### config.mk
export PLATFORM = sky130hd
export DESIGN_NAME = stack_ctrl_flat
export DESIGN_NICKNAME = d
export VERILOG_FILES = /design/src/rtl/stack_pkg.sv /design/src/rtl/stack_ctrl_if.sv /design/src/rtl/stack_wsel.sv /design/src/rtl/stack_ctrl.sv /design/src/flat_wrapper.sv
export SDC_FILE = /design/constraint.sdc
export NUM_CORES = 1
export LEC_CHECK = 0
export CAP_MARGIN = 20
export CORE_UTILIZATION = 60
export CTS_BUF_LIST = sky130_fd_sc_hd__clkbuf_2 sky130_fd_sc_hd__clkbuf_4 sky130_fd_sc_hd__clkbuf_8
export DETAILED_ROUTE_END_ITERATION = 10
export GPL_TIMING_DRIVEN = 0
export PLACE_DENSITY = 0.93
export SYNTH_ARGS = -nofsm -noshare
export SYNTH_HDL_FRONTEND = slang
export SYNTH_SLANG_ARGS = --single-unit
export TNS_END_PERCENT = 10
### constraint.sdc
create_clock -name clk -period 3.7 [get_ports clk]
set_clock_uncertainty 0.05 [all_clocks]
set_input_delay 0.555 -clock clk [delete_from_list [all_inputs] [get_ports clk]]
set_output_delay 0.555 -clock clk [all_outputs]
set_load 0.03 [all_outputs]
### src/rtl/stack_pkg.sv
// stack_pkg: shared stack geometry and controller state encoding.
package stack_pkg;
  localparam int STACK_DEPTH = 16;
  localparam int STACK_PTR_W = 4;
  localparam int STACK_CNT_W = 5;
  typedef enum logic [1:0] {EMPTY, ACTIVE, FULL} state_e;
endpackage

### src/rtl/stack_ctrl_if.sv
// stack_ctrl_if: request/response bundle between a stack user (master) and stack_ctrl (slave).
interface stack_ctrl_if #(parameter int WIDTH = 8);
  import stack_pkg::*;
  logic push;
  logic pop;
  logic clr;
  logic [WIDTH-1:0] din;
  logic [WIDTH-1:0] dout;
  logic dout_vld;
  logic [STACK_DEPTH-1:0] wr_sel;
  logic [STACK_CNT_W-1:0] count;
  logic empty;
  logic full;
  logic ovf;
  logic unf;
  modport master (output push, pop, clr, din, input dout, dout_vld, wr_sel, count, empty, full, ovf, unf);
  modport slave (input push, pop, clr, din, output dout, dout_vld, wr_sel, count, empty, full, ovf, unf);
endinterface

### src/rtl/stack_wsel.sv
// stack_wsel: 4-to-16 one-hot write-select decoder with enable.
module stack_wsel
  import stack_pkg::*;
(
  input  logic                   en,
  input  logic [STACK_PTR_W-1:0] idx,
  output logic [STACK_DEPTH-1:0] sel
);
  always_comb sel = en ? STACK_DEPTH'(1) << idx : '0;
endmodule

### src/rtl/stack_ctrl.sv
// stack_ctrl: 16-entry LIFO with push/pop/replace and sticky ovf/unf flags.
// Define STACK_CTRL_ERR_EN to enable ovf/unf/clr; otherwise the flags read 0.
module stack_ctrl
  import stack_pkg::*;
#(
  parameter int WIDTH = 8
) (
  input logic clk,
  input logic rst_n,
  stack_ctrl_if.slave bus
);
  state_e state_q, state_d;
  logic [STACK_PTR_W-1:0] sp_q, sp_d, sp_dec, wr_idx;
  logic [WIDTH-1:0] dout_q, dout_d;
  logic [WIDTH-1:0] mem_q [STACK_DEPTH];
  logic dout_vld_q, dout_vld_d, ovf_q, ovf_d, unf_q, unf_d;
  logic is_empty, is_full, push_op, pop_op, rep_op, wr_en;
  always_comb begin
    is_empty = state_q == EMPTY;
    is_full = state_q == FULL;
    sp_dec = sp_q - 1'b1;
    // push with pop on an empty stack degrades to a plain push
    push_op = bus.push & (bus.pop ? is_empty : !is_full);
    pop_op = bus.pop & !bus.push & !is_empty;
    rep_op = bus.push & bus.pop & !is_empty;
    wr_en = push_op | rep_op;
    wr_idx = rep_op ? sp_dec : sp_q;
    sp_d = push_op ? sp_q + 1'b1 : pop_op ? sp_dec : sp_q;
    state_d = push_op ? (sp_q == '1 ? FULL : ACTIVE) :
              pop_op ? (sp_q == STACK_PTR_W'(1) ? EMPTY : ACTIVE) : state_q;
    dout_d = (pop_op | rep_op) ? mem_q[sp_dec] : dout_q;
    dout_vld_d = pop_op | rep_op;
`ifdef STACK_CTRL_ERR_EN
    ovf_d = (bus.push & !bus.pop & is_full) | (ovf_q & !bus.clr);
    unf_d = (bus.pop & is_empty) | (unf_q & !bus.clr);
`else
    ovf_d = 1'b0;
    unf_d = 1'b0;
`endif
  end
  always_ff @(posedge clk or negedge rst_n) begin
    if (!rst_n) begin
      state_q <= EMPTY;
      sp_q <= '0;
      dout_q <= '0;
      dout_vld_q <= 1'b0;
      ovf_q <= 1'b0;
      unf_q <= 1'b0;
    end else begin
      state_q <= state_d;
      sp_q <= sp_d;
      dout_q <= dout_d;
      dout_vld_q <= dout_vld_d;
      ovf_q <= ovf_d;
      unf_q <= unf_d;
    end
  end
  // storage is not reset; the EMPTY state guarantees stale entries are never read
  always_ff @(posedge clk) begin
    for (int i = 0; i < STACK_DEPTH; i++)
      if (bus.wr_sel[i]) mem_q[i] <= bus.din;
  end
  stack_wsel u_wsel (.en(wr_en), .idx(wr_idx), .sel(bus.wr_sel));
  assign bus.dout = dout_q;
  assign bus.dout_vld = dout_vld_q;
  assign bus.count = is_full ? STACK_CNT_W'(STACK_DEPTH) : STACK_CNT_W'(sp_q);
  assign bus.empty = is_empty;
  assign bus.full = is_full;
  assign bus.ovf = ovf_q;
  assign bus.unf = unf_q;
endmodule

### src/flat_wrapper.sv
// flat-port wrapper written by rule: the top's interface ports become plain ports
module stack_ctrl_flat import stack_pkg::*;
#(
  parameter int WIDTH = 8
)
  (clk, rst_n, bus_push, bus_pop, bus_clr, bus_din, bus_dout, bus_dout_vld, bus_wr_sel, bus_count, bus_empty, bus_full, bus_ovf, bus_unf);
  stack_ctrl_if #(.WIDTH(WIDTH)) bus_i ();
  input logic clk;
  input logic rst_n;
  input wire logic [$bits(bus_i.push)-1:0] bus_push;
  input wire logic [$bits(bus_i.pop)-1:0] bus_pop;
  input wire logic [$bits(bus_i.clr)-1:0] bus_clr;
  input wire logic [$bits(bus_i.din)-1:0] bus_din;
  output wire logic [$bits(bus_i.dout)-1:0] bus_dout;
  output wire logic [$bits(bus_i.dout_vld)-1:0] bus_dout_vld;
  output wire logic [$bits(bus_i.wr_sel)-1:0] bus_wr_sel;
  output wire logic [$bits(bus_i.count)-1:0] bus_count;
  output wire logic [$bits(bus_i.empty)-1:0] bus_empty;
  output wire logic [$bits(bus_i.full)-1:0] bus_full;
  output wire logic [$bits(bus_i.ovf)-1:0] bus_ovf;
  output wire logic [$bits(bus_i.unf)-1:0] bus_unf;
  assign bus_i.push = bus_push;
  assign bus_i.pop = bus_pop;
  assign bus_i.clr = bus_clr;
  assign bus_i.din = bus_din;
  assign bus_dout = bus_i.dout;
  assign bus_dout_vld = bus_i.dout_vld;
  assign bus_wr_sel = bus_i.wr_sel;
  assign bus_count = bus_i.count;
  assign bus_empty = bus_i.empty;
  assign bus_full = bus_i.full;
  assign bus_ovf = bus_i.ovf;
  assign bus_unf = bus_i.unf;
  stack_ctrl #(.WIDTH(WIDTH)) u_core (.clk(clk), .rst_n(rst_n), .bus(bus_i));
endmodule
==> results of run 1 <==
==> critical path, cell delays in order, from the launching register on <==
cell and delay, ps:
dfrtp_1 420, clkbuf_4 210, buf_6 180, clkinvlp_4 130
ha_2 190, buf_4 220, nand2_1 180, nor2_2 260
a32oi_4 170, nor2_4 310, clkdlybuf4s15_1 410
==> layout by cell type (no fill, tap or decap), types with 2 or more instances in the layout <==
cell type / Yosys / routed
buf_1: 3 / 3
a22oi_1: 16 / 16
nor2_4: 0 / 16
clkinvlp_4: 0 / 5
clkbuf_8: 0 / 17
nand4_1: 8 / 8
clkdlybuf4s50_1: 0 / 26
a31oi_2: 0 / 2
dlygate4sd2_1: 0 / 3
a31oi_4: 0 / 2
clkdlybuf4s15_1: 0 / 2
ha_1: 3 / 2
a32oi_1: 17 / 15
clkbuf_1: 8 / 6
clkbuf_2: 1 / 6
a32oi_4: 0 / 2
nand2_1: 68 / 68
xnor2_1: 5 / 5
dfrtp_1: 15 / 15
edfxtp_1: 128 / 128
inv_1: 6 / 5
inv_8: 0 / 3
a31oi_1: 6 / 2
buf_2: 5 / 7
and2_1: 4 / 4
clkdlybuf4s15_2: 0 / 3
inv_6: 0 / 6
buf_6: 1 / 2
mux2i_1: 37 / 37
conb_1: 1 / 2
nand3_1: 19 / 19
buf_4: 7 / 56
nor2_1: 29 / 13
o21ai_0: 3 / 3
nor3_1: 5 / 4
mux4_2: 2 / 2
==> cells in the mapped netlist (2+ instances only) <==
cell      count  area [sq um]
nor3b_1       2          15.0
nor3_1        5          25.0
ha_1          3          37.5
nand3_1      19          95.1
buf_4         7          52.6
dfrtp_1      15           375
mux4_2        2          45.0
nand2_1      68           255
inv_1         6          22.5
o21ai_0       3          15.0
a211oi_1      2          15.0
buf_1         3          11.3
mux2i_1      37           370
o21ai_1       2          10.0
clkbuf_1      8          30.0
a32oi_1      17           149
edfxtp_1    128          3840
a31oi_1       6          37.5
nand4_1       8          50.1
nor2_1       29           109
a22oi_1      16           120
xnor2_1       5          43.8
buf_2         5          25.0
and2_1        4          25.0
==> stage by stage <==
step                instance area (sq um)  TNS [ps]  utilization, %  total power (W)  setup slack (ps)
floorplan                            5950         0               -          0.00380               587
global placement                     6530     -6650            69.3          0.00448              -543
detailed placement                   6530     -7940            69.3          0.00460              -667
CTS                                  7140     -1190            75.8          0.00593              -211
global route                         7500      -597            79.6          0.00657              -112
finish                               7500     -82.2            79.6          0.00637             -45.0
==> registers in the layout (all words and copies together) (netlist names) <==
signal               count
u_core.bus.dout          8
u_core.bus.dout_vld      1
u_core.mem_q           128
u_core.sp_q              4
u_core.state_q           2
==> path summary, 6_finish.rpt <==
path / start / to / cells after the start
worst max-delay path: u_core.sp_q[0]$_DFFE_PN0P_ / bus_wr_sel[7] / 10
worst min-delay path: u_core.bus.dout[2]$_DFFE_PN0P_ / u_core.bus.dout[2]$_DFFE_PN0P_ / 2
worst max register to register: u_core.sp_q[0]$_DFFE_PN0P_ / u_core.bus.dout[6]$_DFFE_PN0P_ / 11
worst min register to register: u_core.bus.dout[2]$_DFFE_PN0P_ / u_core.bus.dout[2]$_DFFE_PN0P_ / 2
max in group asynchronous: rst_n / u_core.bus.dout[7]$_DFFE_PN0P_ / 1
min in group asynchronous: rst_n / u_core.state_q[0]$_DFFE_PN0P_ / 1
==> per-layer routing <==
metal  GRT usage [%]  wire length (um)  up-vias  part of all wire [%]
met5               0                11        -                 0.065
met4            15.6               934        2                   5.5
met3            8.83              2030       97                    12
met2            51.7              8260      430                    49
met1            39.9              5650     2132                    33
li1                -                 -     1795                     -
==> cell type report <==
type	instances	area, sq um	share of cell area, %
multi-input combinational	243	1810	24.1
sequential	143	4220	56.3
inverter	6	26.3	0.350
clock buffer	17	234	3.12
timing repair buffer	92	763	10.2
tap	129	161	2.15
buffer	24	139	1.85
clock inverter	15	150	2.00
==> cells by family after synthesis <==
kind of cell,after synthesis,synth area share (%)
buffers and inverters,31,2.65
flip-flops,143,71.0
multiplexers,39,6.99
adder cells (fa/ha/maj),3,0.632
other,1,0.0631
XOR/XNOR,7,1.66
AO/OA/AOI/OAI,49,6.34
AND/OR/NAND/NOR,143,10.7
==> report_power, final <==
part	internal [W]	switching, W
sequential	0.00199	0.0000903
combinational	0.00103	0.00202
clock	0.000554	0.000679
total	0.00358	0.00279
==> what timing repair did <==
item	CTS	global route
endpoints found under the setup margin	16	16
pin swaps	9	9
setup buffers	6	44
resized for setup	70	28
hold buffers	0	0
endpoints found under the hold margin	0	0
==> results_dict.tcl, run 1 <==
set metrics [dict create \
    status "complete, but fails checks" \
    violations "setup timing" \
    postSynthCellCount 416 \
    arrival_ps 3140 \
    fillers 492 \
    finalCriticalPeriod_ps 3750 \
    hold_path_class "reg -> reg" \
    startpoint_type "flip-flop" \
    slew_headroom_pct 40.7 \
    die-area_sq_um 10300 \
    finalSetupViolations 3 \
    start_util_pct 63.1 \
    dp_hpwl_mm 8.65 \
    clockBufferDepth 2 \
    insertedDiodeCount 0 \
    seq_area_frac_synth_pct 71.0 \
    grt_pass1_vias 3952 \
    cp_max_fo 10 \
    dp_cells 588 \
    worst_pin_slew_ps 886 \
    vias 4456 \
    syn_avg_cell_area_sq_um 14.3 \
    leakage_nw 2.76 \
    max-vdd-ir-drop_uv 400 \
    synth_edf_count 128 \
    cts_root_buf "clkbuf_8" \
    syn_to_final_growth_pct 26.2 \
    io_buffer_count 42 \
    final-hold-violation-count 0 \
    grt_pass1_wl_mm 22.5 \
    drive_above_1_share_pct 26.5 \
    setup_slack_ps -45.0 \
    synth.ff_latch_count 143 \
    drt-wirelength-per-cell_um 25.2 \
    cp-end-kind "output port" \
    drv_slew 0 \
    syn_area_sq_um 5940 \
    criticalPathCategory "reg -> out" \
    die_h_um 102 \
    cts_sinks 143 \
    antenna_found_initial 1 \
    ys.flop_type "edfxtp_1" \
    num_io_pins 47 \
    clock.fmax_mhz 267 \
    grtUsageTotal_pct 31.9 \
    grt_max_degree 17 \
    routabilityCongestion 0.918 \
    yosys.cell_types.count 40 \
    period_share_pct 101 \
    whs_ps 468 \
    post-route-drc-count 0 \
    cts_buffers 17 \
    yosys_warnings 0 \
    synthArstFlopShare_pct 10.5 \
    powerDensity_nw_per_um2 849 \
    path_clk_slew_ps 90 \
    routed_wl_mm 16.9 \
    clk_latency_ps 450 \
    fp-row-count 35 \
    overflow 0 \
    maxCapViolations 0 \
    htreeDepth 4 \
    drt_iter0_drc 704 \
    rsz0062_at_grt "true" \
    core-area_sq_um 9420 \
    die_x_um 102 \
    avgViaCountPerCell 6.66 \
    final_cells 669 \
    nets 543 \
    ant_nets 0 \
    reg2reg_setup_slack_ps 410 \
    drtPass1Iterations 5 \
    crit_required_ps 3090 \
    cts_tree "yes" \
]
(Power assumes the default switching activity.)
==> inputs of run 2 (changes only) <==
--- a/config.mk
+++ b/config.mk
@@ -5,6 +5,7 @@
 export SDC_FILE = /design/constraint.sdc
 export NUM_CORES = 1
 export LEC_CHECK = 0
+export ABC_AREA = 0
 export CAP_MARGIN = 20
 export CORE_UTILIZATION = 60
 export CTS_BUF_LIST = sky130_fd_sc_hd__clkbuf_2 sky130_fd_sc_hd__clkbuf_4 sky130_fd_sc_hd__clkbuf_8
==> results of run 2 <==
Same layout as run 1: the final DEF is identical, and so are final timing and power.
